### config.mk
export PLATFORM = sky130hd
export DESIGN_NAME = prog_loader
export DESIGN_NICKNAME = d
export VERILOG_FILES = /design/src/rtl/prog_loader.sv
export SDC_FILE = /design/constraint.sdc
export NUM_CORES = 1
export LEC_CHECK = 0
export ABC_AREA = 0
export CAP_MARGIN = 20
export CORE_UTILIZATION = 48
export DETAILED_ROUTE_END_ITERATION = 6
export PLACE_DENSITY = 0.81
export SETUP_SLACK_MARGIN = 0.5
export SYNTH_ARGS = -nofsm -noshare
export SYNTH_HDL_FRONTEND = slang
export SYNTH_SLANG_ARGS = --single-unit
### constraint.sdc
create_clock -name CLK -period 1.8 [get_ports CLK]
set_clock_uncertainty 0.2 [all_clocks]
set_input_delay 0.36 -clock CLK [delete_from_list [all_inputs] [get_ports CLK]]
set_output_delay 0.36 -clock CLK [all_outputs]
set_load 0.02 [all_outputs]
### src/rtl/prog_loader.sv
// Nibble-stream program loader: pairs nibbles into bytes and writes them to program memory.
// Optional running checksum enabled by defining LOADER_CHECKSUM_EN.
module prog_loader #(
  parameter logic [11:0] BASE_ADDR = 12'h000
) (
  input  logic        CLK,
  input  logic        RST,
  input  logic        START,
  input  logic [3:0]  NIB_IN,
  input  logic        NIB_VALID,
  input  logic        NIB_LAST,
  output logic        NIB_READY,
  output logic [11:0] MEM_ADDR,
  output logic [7:0]  MEM_DATA,
  output logic        MEM_WE,
  output logic        BUSY,
  output logic        DONE,
  output logic        ERR,
  output logic        CPU_RUN,
  output logic [12:0] BYTE_CNT,
  output logic [7:0]  CHECKSUM
);

  localparam logic [2:0] S_IDLE  = 3'd0;
  localparam logic [2:0] S_HI    = 3'd1;
  localparam logic [2:0] S_LO    = 3'd2;
  localparam logic [2:0] S_WRITE = 3'd3;
  localparam logic [2:0] S_FIN   = 3'd4;
  localparam logic [2:0] S_FAIL  = 3'd5;

  logic [2:0]  state_q, state_d;
  logic [11:0] addr_q, addr_d;
  logic [3:0]  hi_q, hi_d;
  logic [7:0]  data_q, data_d;
  logic        last_q, last_d;
  logic [12:0] cnt_q, cnt_d;

  logic idle_like, start_go, nib_acc;

  assign idle_like = (state_q == S_IDLE) || (state_q == S_FIN) || (state_q == S_FAIL);
  assign start_go  = idle_like && START;
  assign NIB_READY = (state_q == S_HI) || (state_q == S_LO);
  assign nib_acc   = NIB_READY && NIB_VALID;

  always_comb begin
    state_d = state_q;
    addr_d  = addr_q;
    hi_d    = hi_q;
    data_d  = data_q;
    last_d  = last_q;
    cnt_d   = cnt_q;
    case (state_q)
      S_IDLE, S_FIN, S_FAIL: begin
        if (START) begin
          state_d = S_HI;
          addr_d  = BASE_ADDR;
          cnt_d   = 13'd0;
        end
      end
      S_HI: begin
        if (nib_acc) begin
          // LAST on a high nibble means an odd nibble count: nothing to write
          if (NIB_LAST) begin
            state_d = S_FAIL;
          end else begin
            hi_d    = NIB_IN;
            state_d = S_LO;
          end
        end
      end
      S_LO: begin
        if (nib_acc) begin
          data_d  = {hi_q, NIB_IN};
          last_d  = NIB_LAST;
          state_d = S_WRITE;
        end
      end
      S_WRITE: begin
        cnt_d  = cnt_q + 13'd1;
        addr_d = addr_q + 12'd1;
        // Top of memory without LAST is an overflow; never wrap into a second write
        if (last_q)                  state_d = S_FIN;
        else if (addr_q == 12'hFFF)  state_d = S_FAIL;
        else                         state_d = S_HI;
      end
      default: state_d = S_IDLE;
    endcase
  end

  always_ff @(posedge CLK or negedge RST) begin
    if (!RST) begin
      state_q <= S_IDLE;
      addr_q  <= BASE_ADDR;
      hi_q    <= 4'h0;
      data_q  <= 8'h00;
      last_q  <= 1'b0;
      cnt_q   <= 13'd0;
    end else begin
      state_q <= state_d;
      addr_q  <= addr_d;
      hi_q    <= hi_d;
      data_q  <= data_d;
      last_q  <= last_d;
      cnt_q   <= cnt_d;
    end
  end

`ifdef LOADER_CHECKSUM_EN
  logic [7:0] csum_q;

  always_ff @(posedge CLK or negedge RST) begin
    if (!RST)                   csum_q <= 8'h00;
    else if (start_go)          csum_q <= 8'h00;
    else if (state_q == S_WRITE) csum_q <= csum_q + data_q;
  end

  assign CHECKSUM = csum_q;
`else
  assign CHECKSUM = 8'h00;
`endif

  assign MEM_ADDR = addr_q;
  assign MEM_DATA = data_q;
  assign MEM_WE   = (state_q == S_WRITE);
  assign BUSY     = (state_q == S_HI) || (state_q == S_LO) || (state_q == S_WRITE);
  assign DONE     = (state_q == S_FIN);
  assign ERR      = (state_q == S_FAIL);
  assign CPU_RUN  = (state_q == S_FIN);
  assign BYTE_CNT = cnt_q;

endmodule

==> results of run 1 <==
==> flip-flops by register name (all words and copies together), names as in the netlist <==
register  flops
hi_q          4
state_q       3
BYTE_CNT     13
MEM_ADDR     12
MEM_DATA      8
last_q        1
==> where the power goes <==
part	leakage, nW	switching (mW)	internal (mW)
Clock	0.0540	0.343	0.404
Sequential	0.518	0.195	1.14
Combinational	1.11	1.09	1.16
==> placed cells by master (no fill, tap or decap), types with 4 or more instances in the layout <==
cell             synthesis  layout
a21oi_1                  8       4
buf_4                   11      39
buf_6                    0      55
clkbuf_8                 0       5
clkdlybuf4s50_1          0       7
conb_1                   1       8
dfrtp_1                 41      24
dfrtp_2                  0      17
mux2_2                  14      10
mux2_4                   0       4
mux2i_1                  9       9
nand2_1                 23      16
nand2_4                  0       4
nand2b_4                 0       4
nand4_1                  7       7
nor2_1                   8       6
o211ai_1                 4       4
o21ai_0                 17       4
o21ai_1                  0       6
o21ai_2                  0       7
o31ai_1                  5       5
==> through the flow <==
stage,hold slack [ns],TNS (ns),cell area (sq um),worst slack (ns)
after floorplan,-0.1356,0,2237,0.2056
after global placement,0.1473,-4.299,2773,-0.2697
after detailed placement,0.1473,-4.892,2773,-0.2894
after CTS,0.3076,0,3223,0.01049
after global routing,0.3258,-1.157,3538,-0.1071
final,0.3116,-0.2803,3538,-0.07600
==> layer usage <==
layer | global-route usage | vias up | share of wire | wire [um]
li1 | - | 900 | - | -
met1 | 0.3637 | 1062 | 0.39 | 2935
met2 | 0.4288 | 102 | 0.50 | 3715
met3 | 0.07095 | 25 | 0.074 | 553
met4 | 0.07447 | 0 | 0.031 | 233
met5 | 0 | - | 0 | 0
==> cell families after synthesis <==
group / count (synthesis) / share of synthesized area
and+or+nand+nor: 65 / 0.1646
AOI/OAI and AO/OA: 42 / 0.1259
DFF: 41 / 0.5037
muxes: 23 / 0.1216
buffers and inverters: 21 / 0.06143
adders and majority gates: 2 / 0.01228
xor gates and xnor gates: 2 / 0.008601
other: 1 / 0.001841
==> worst max-delay path by stage <==
stage | slack (ns) | cells past startpoint | startpoint | to
final | -0.08 | 4 | state_q[0]$_DFFE_PN0P_ | MEM_WE
after global routing | -0.11 | 4 | state_q[0]$_DFFE_PN0P_ | MEM_WE
after CTS | 0.01 | 3 | state_q[0]$_DFFE_PN0P_ | DONE
after detailed placement | -0.29 | 6 | START | BYTE_CNT[2]$_DFFE_PN0P_
after global placement | -0.27 | 6 | START | BYTE_CNT[2]$_DFFE_PN0P_
after floorplan | 0.21 | 3 | state_q[1]$_DFFE_PN0P_ | DONE
==> cell usage after synthesis (all sizes together) <==
library cell	n
or2	1
o21ai	17
nor2	8
a221oi	1
nand2	23
mux2i	9
a21oi	8
nor2b	2
a41oi	1
nor3	1
xor2	2
dfrtp	41
nor3b	2
a31oi	2
clkbuf	3
and3b	1
nand3b	1
and3	3
conb	1
buf	15
a211oi	1
and4	1
ha	2
nand2b	5
o31ai	5
nand4	8
o211ai	4
a22o	2
a2111oi	1
inv	3
and2	3
nand3	6
mux2	14
==> layout make-up <==
class	count	share of cell area
Clock buffer	5	0.01945
Multi-Input combinational cell	142	0.3395
Tap cell	50	0.01768
Sequential cell	41	0.2960
Timing Repair Buffer	109	0.3144
Inverter	3	0.003182
Clock inverter	2	0.009901
==> timing repair <==
item                                    CTS  global route
setup buffers                            31            11
pin swaps                                 3            20
gates resized for setup                 248            56
hold buffers                              1             0
hold endpoints to repair                 41             0
endpoints found under the setup margin   80            80
gates cloned                              1             1
==> reports/metrics.csv, run 1 <==
metric;value;unit
status;finished with violations;
failing checks;setup timing;
placed insts;300;
Final period util;1.042;
CTS clk-pin slew, worst paths;0.09;ns
filler instances;184;
Placer Congestion;0.7742;
via/cell ratio;5.935;
hold endpoint;MEM_DATA[7]$_DFFE_PN0P_;
Site Rows;23;
total iterations of the first detailed-routing run;4;
initial antenna violation count;0;
Final nets;313;
pin count of the biggest net entering global routing;42;
total gr overflow;0;
area of the multi-input gates;0.001201;sq mm
Max clock buf depth;2;
Critical Path RT;1.24;ns
flop-to-flop setup slack;-0.02;ns
layout cells sized above 1;0.6159;
Fmax;0.5330;GHz
Crit Reg-Reg Endpoint;MEM_DATA[3]$_DFFE_PN0P_;
CTS Buf Count;5;
CTS sink cnt;41;
via count of the first global-routing pass;1850;
number of inserted diodes;0;
WHS Path Cells;1;
largest area contributor in the netlist;dfrtp_1;
leakage power total;1.683;nW
Synth-to-Final Area Change;73.71;%
DRT antenna net count;0;
top cells by area, synth;dfrtp_1, mux2_2, mux2i_1;
first-pass GRT wire length;8825;um
final hold vios;0;
Die H;67.15;um
RSZ-0062 raised after global routing;true;
worst-path maximum fanout;4;
Port Buffers;47;
R2R depth;5;
Syn Inst Count;197;
Worst R2R Start;state_q[0]$_DFFE_PN0P_;
area share of the largest cell type after synthesis;0.5037;
Setup CP Type;flop to output port;
Clock Latency Late Sink;0.32;ns
CP dominant cell by count;buf_6;
crit start category;flop;
Netlist Area Pre-Place;0.002037;sq mm
CTS tree;yes;
max-cap viol count;0;
post-layout utilization of the core;0.8783;
1st-iter DRT viols;207;
Setup WS post-layout;-0.07600;ns
via count;2089;
worst min path class;flop to flop;
Final Max Tran Viols;0;
chip width;67.15;um
Final HPWL DP;3047;um
Mapped Avg Cell Area;10.34;sq um
Yosys cell types;36;
Seq/Total Area, Yosys;0.5037;
Avg WL per Cell;21.13;um
Tot GR Track Use;0.2698;
DRC viols;0;
root buffer cell;clkbuf_8;
Yosys Warn Count;0;
slowest cell on the critical path;dfrtp_2;
largest delay contributor family on the critical path;flip-flops;
Synth Register Bits;41;
Post-Layout Cell Count;352;
H-Tree Depth;2;
Total Power;4.329;mW
starting density of the core;0.5056;
register area;0.001047;sq mm
peak supply drop;1.128;mV
Tmin final;1.876;ns
Die ar.;0.004508;sq mm
Ports;56;
PwrDens;1223;mW/mm^2
Slowest Stage Delay on Critical Path;0.45;ns
core area;0.004029;sq mm
CP Cell Sequence;buf_6 > nand3b_1 > inv_2 > buf_6;
Critical Path AT;1.32;ns
final setup fails;11;
hold path startpoint;hi_q[3]$_DFFE_PN0P_;
final WL;7437;um
CP Capture Type;output port;
CP Buf/Inv Count;3;
Power figures use the tool's default switching activity.
==> run 2, diff against run 1 <==
Settings changed: CORE_UTILIZATION 48 to 50, CTS_CLUSTER_DIAMETER from default to 200, PLACE_DENSITY 0.81 to 0.84.
Clock period 1.8 ns to 2.3 ns, I/O delays scaled along.
==> run 2 against run 1 <==
The run now ends clean. Sequential cell count unchanged. Final cell count decreased by 12%. Global-route usage decreased by 3.4 points. Via count decreased by 15%. Register-to-register slack improved by 0.48 ns. Non-clock buffer count decreased by 42. Highest routed layer unchanged.
==> reports/metrics.csv, run 2 (synthesized netlist as in run 1, its figures left out) <==
metric;value;unit;change
initial antenna violation count;0;;unchanged
hold endpoint;BYTE_CNT[12]$_DFFE_PN0P_;;
CTS Buf Count;5;;unchanged
crit start category;flop;;
CTS clk-pin slew, worst paths;0.08;ns;about the same
CP Cell Sequence;buf_6 > nand2b_4 > a21oi_2 > buf_4;;
DRC viols;0;;unchanged
pin count of the biggest net entering global routing;23;;-45%
worst min path class;flop to flop;;
Critical Path AT;1.29;ns;-0.03 ns
via count of the first global-routing pass;1620;;-12%
max reg flops;13;;unchanged
Die ar.;0.004333;sq mm;-3.9%
Final HPWL DP;3096;um;+1.6%
setup_tns;0;ns;+0.2803 ns
Critical Path RT;1.64;ns;+0.40 ns
Post-Layout Cell Count;309;;-12%
chip width;65.83;um;-2.0%
total gr overflow;0;;unchanged
DRT antenna net count;0;;unchanged
Site Rows;22;;-4.3%
final hold vios;0;;unchanged
Tot GR Track Use;0.2354;;-0.03440
commonest non-fill, non-tap cell in the layout;dfrtp_1;;
CP Capture Type;output port;;
status;finished clean;;
max-cap viol count;0;;unchanged
total iterations of the first detailed-routing run;4;;unchanged
Slowest Stage Delay on Critical Path;0.44;ns;about the same
Die H;65.83;um;-2.0%
via/cell ratio;5.715;;-3.7%
slowest cell on the critical path;dfrtp_2;;
final WL;5040;um;-32%
placed insts;288;;-4.0%
Final period util;0.8485;;
worst-path maximum fanout;4;;unchanged
1st-iter DRT viols;137;;-34%
Setup CP Type;flop to output port;;
first-pass GRT wire length;7590;um;-14%
leakage power total;1.452;nW;-14%
Clock Latency Late Sink;0.29;ns;-0.03 ns
flop-to-flop setup slack;0.46;ns;+0.48 ns
most frequent cells in the layout;dfrtp_1, dlygate4sd2_1, nand2_1;;
area of the multi-input gates;0.001011;sq mm;-16%
Avg WL per Cell;16.31;um;-23%
Max clock buf depth;2;;unchanged
starting density of the core;0.5401;;+0.03456
largest delay contributor family on the critical path;flip-flops;;
number of inserted diodes;0;;unchanged
PwrDens;1001;mW/mm^2;-18%
root buffer cell;clkbuf_8;;
CP Buf/Inv Count;2;;-1
Final nets;271;;-13%
Port Buffers;47;;unchanged
Tmin final;1.952;ns;
Synth-to-Final Area Change;40.54;%;
WHS Path Cells;1;;unchanged
final setup fails;0;;-11
Fmax;0.5124;GHz;
register area;0.001033;sq mm;-1.3%
peak supply drop;0.7957;mV;-29%
core area;0.003771;sq mm;-6.4%
Final Max Tran Viols;0;;unchanged
Placer Congestion;0.8079;;+4.4%
Crit Reg-Reg Endpoint;state_q[2]$_DFFE_PN0P_;;
hold path startpoint;BYTE_CNT[12]$_DFFE_PN0P_;;
H-Tree Depth;2;;unchanged
via count;1766;;-15%
R2R depth;6;;+1
RSZ-0062 raised after global routing;true;;
Worst R2R Start;state_q[2]$_DFFE_PN0P_;;
CTS tree;yes;;
layout cells sized above 1;0.2682;;-0.3477
Ports;56;;unchanged
CTS sink cnt;41;;unchanged
filler instances;253;;+38%
run 2: final cells by class:
cell class | instances | area share
Timing Repair Buffer | 67 | 0.2203
Tap cell | 48 | 0.02098
Multi-Input combinational cell | 142 | 0.3531
Clock buffer | 7 | 0.03016
Clock inverter | 1 | 0.01049
Inverter | 3 | 0.003934
Sequential cell | 41 | 0.3610
run 2: worst max path at each step:
stage	start	to	slack, ns	depth (start not counted)
after global routing	state_q[0]$_DFFE_PN0P_	NIB_READY	0.31	4
after detailed placement	START	BYTE_CNT[6]$_DFFE_PN0P_	-0.07	5
after floorplan	state_q[2]$_DFFE_PN0P_	DONE	0.50	3
after CTS	state_q[0]$_DFFE_PN0P_	NIB_READY	0.34	4
final	state_q[0]$_DFFE_PN0P_	NIB_READY	0.35	4
after global placement	START	BYTE_CNT[6]$_DFFE_PN0P_	0.03	5
run 2: timing repair:
action | 4_1_cts | 5_1_grt
gates resized for setup | 77 | 27
pin swaps | 1 | 5
setup endpoints to repair | 73 | 40
hold endpoints to repair | 19 | 0
buffers inserted | 7 | 5
hold buffers | 1 | 0
run 2: stage by stage:
step                  util  area [sq um]  hold slack, ns  setup WS (ns)  power [mW]
finish              0.7591          2863          0.2865         0.3483       2.866
detailed placement  0.6765          2551          0.2411       -0.07414       2.037
floorplan                -          2074        -0.03559         0.5027       1.617
CTS                 0.7223          2724          0.2875         0.3370       2.690
global placement    0.6765          2551          0.2349        0.03112       2.006
global route        0.7591          2863          0.3193         0.3119       2.998
run 2: worst register-to-register path, delay by kind of cell, from the launching register on:
kind / cells / cell delay (ns)
flip-flops: 1 / 0.45
AO/OA/AOI/OAI: 1 / 0.25
buffers and inverters: 2 / 0.30
AND/OR/NAND/NOR: 3 / 0.56
run 2: layer usage:
layer | GRT usage | routed length [um] | up-vias
li1 | - | - | 815
met1 | 0.2976 | 2068 | 874
met2 | 0.3852 | 2567 | 68
met3 | 0.06207 | 318 | 9
met4 | 0.08696 | 85 | 0
met5 | 0 | 0 | -
run 2: report_power, final:
| group | internal (mW) | switching [mW] | leakage (nW) |
|---|---|---|---|
| clock network | 0.354 | 0.246 | 0.0585 |
| registers | 0.890 | 0.163 | 0.536 |
| logic | 0.582 | 0.630 | 0.858 |
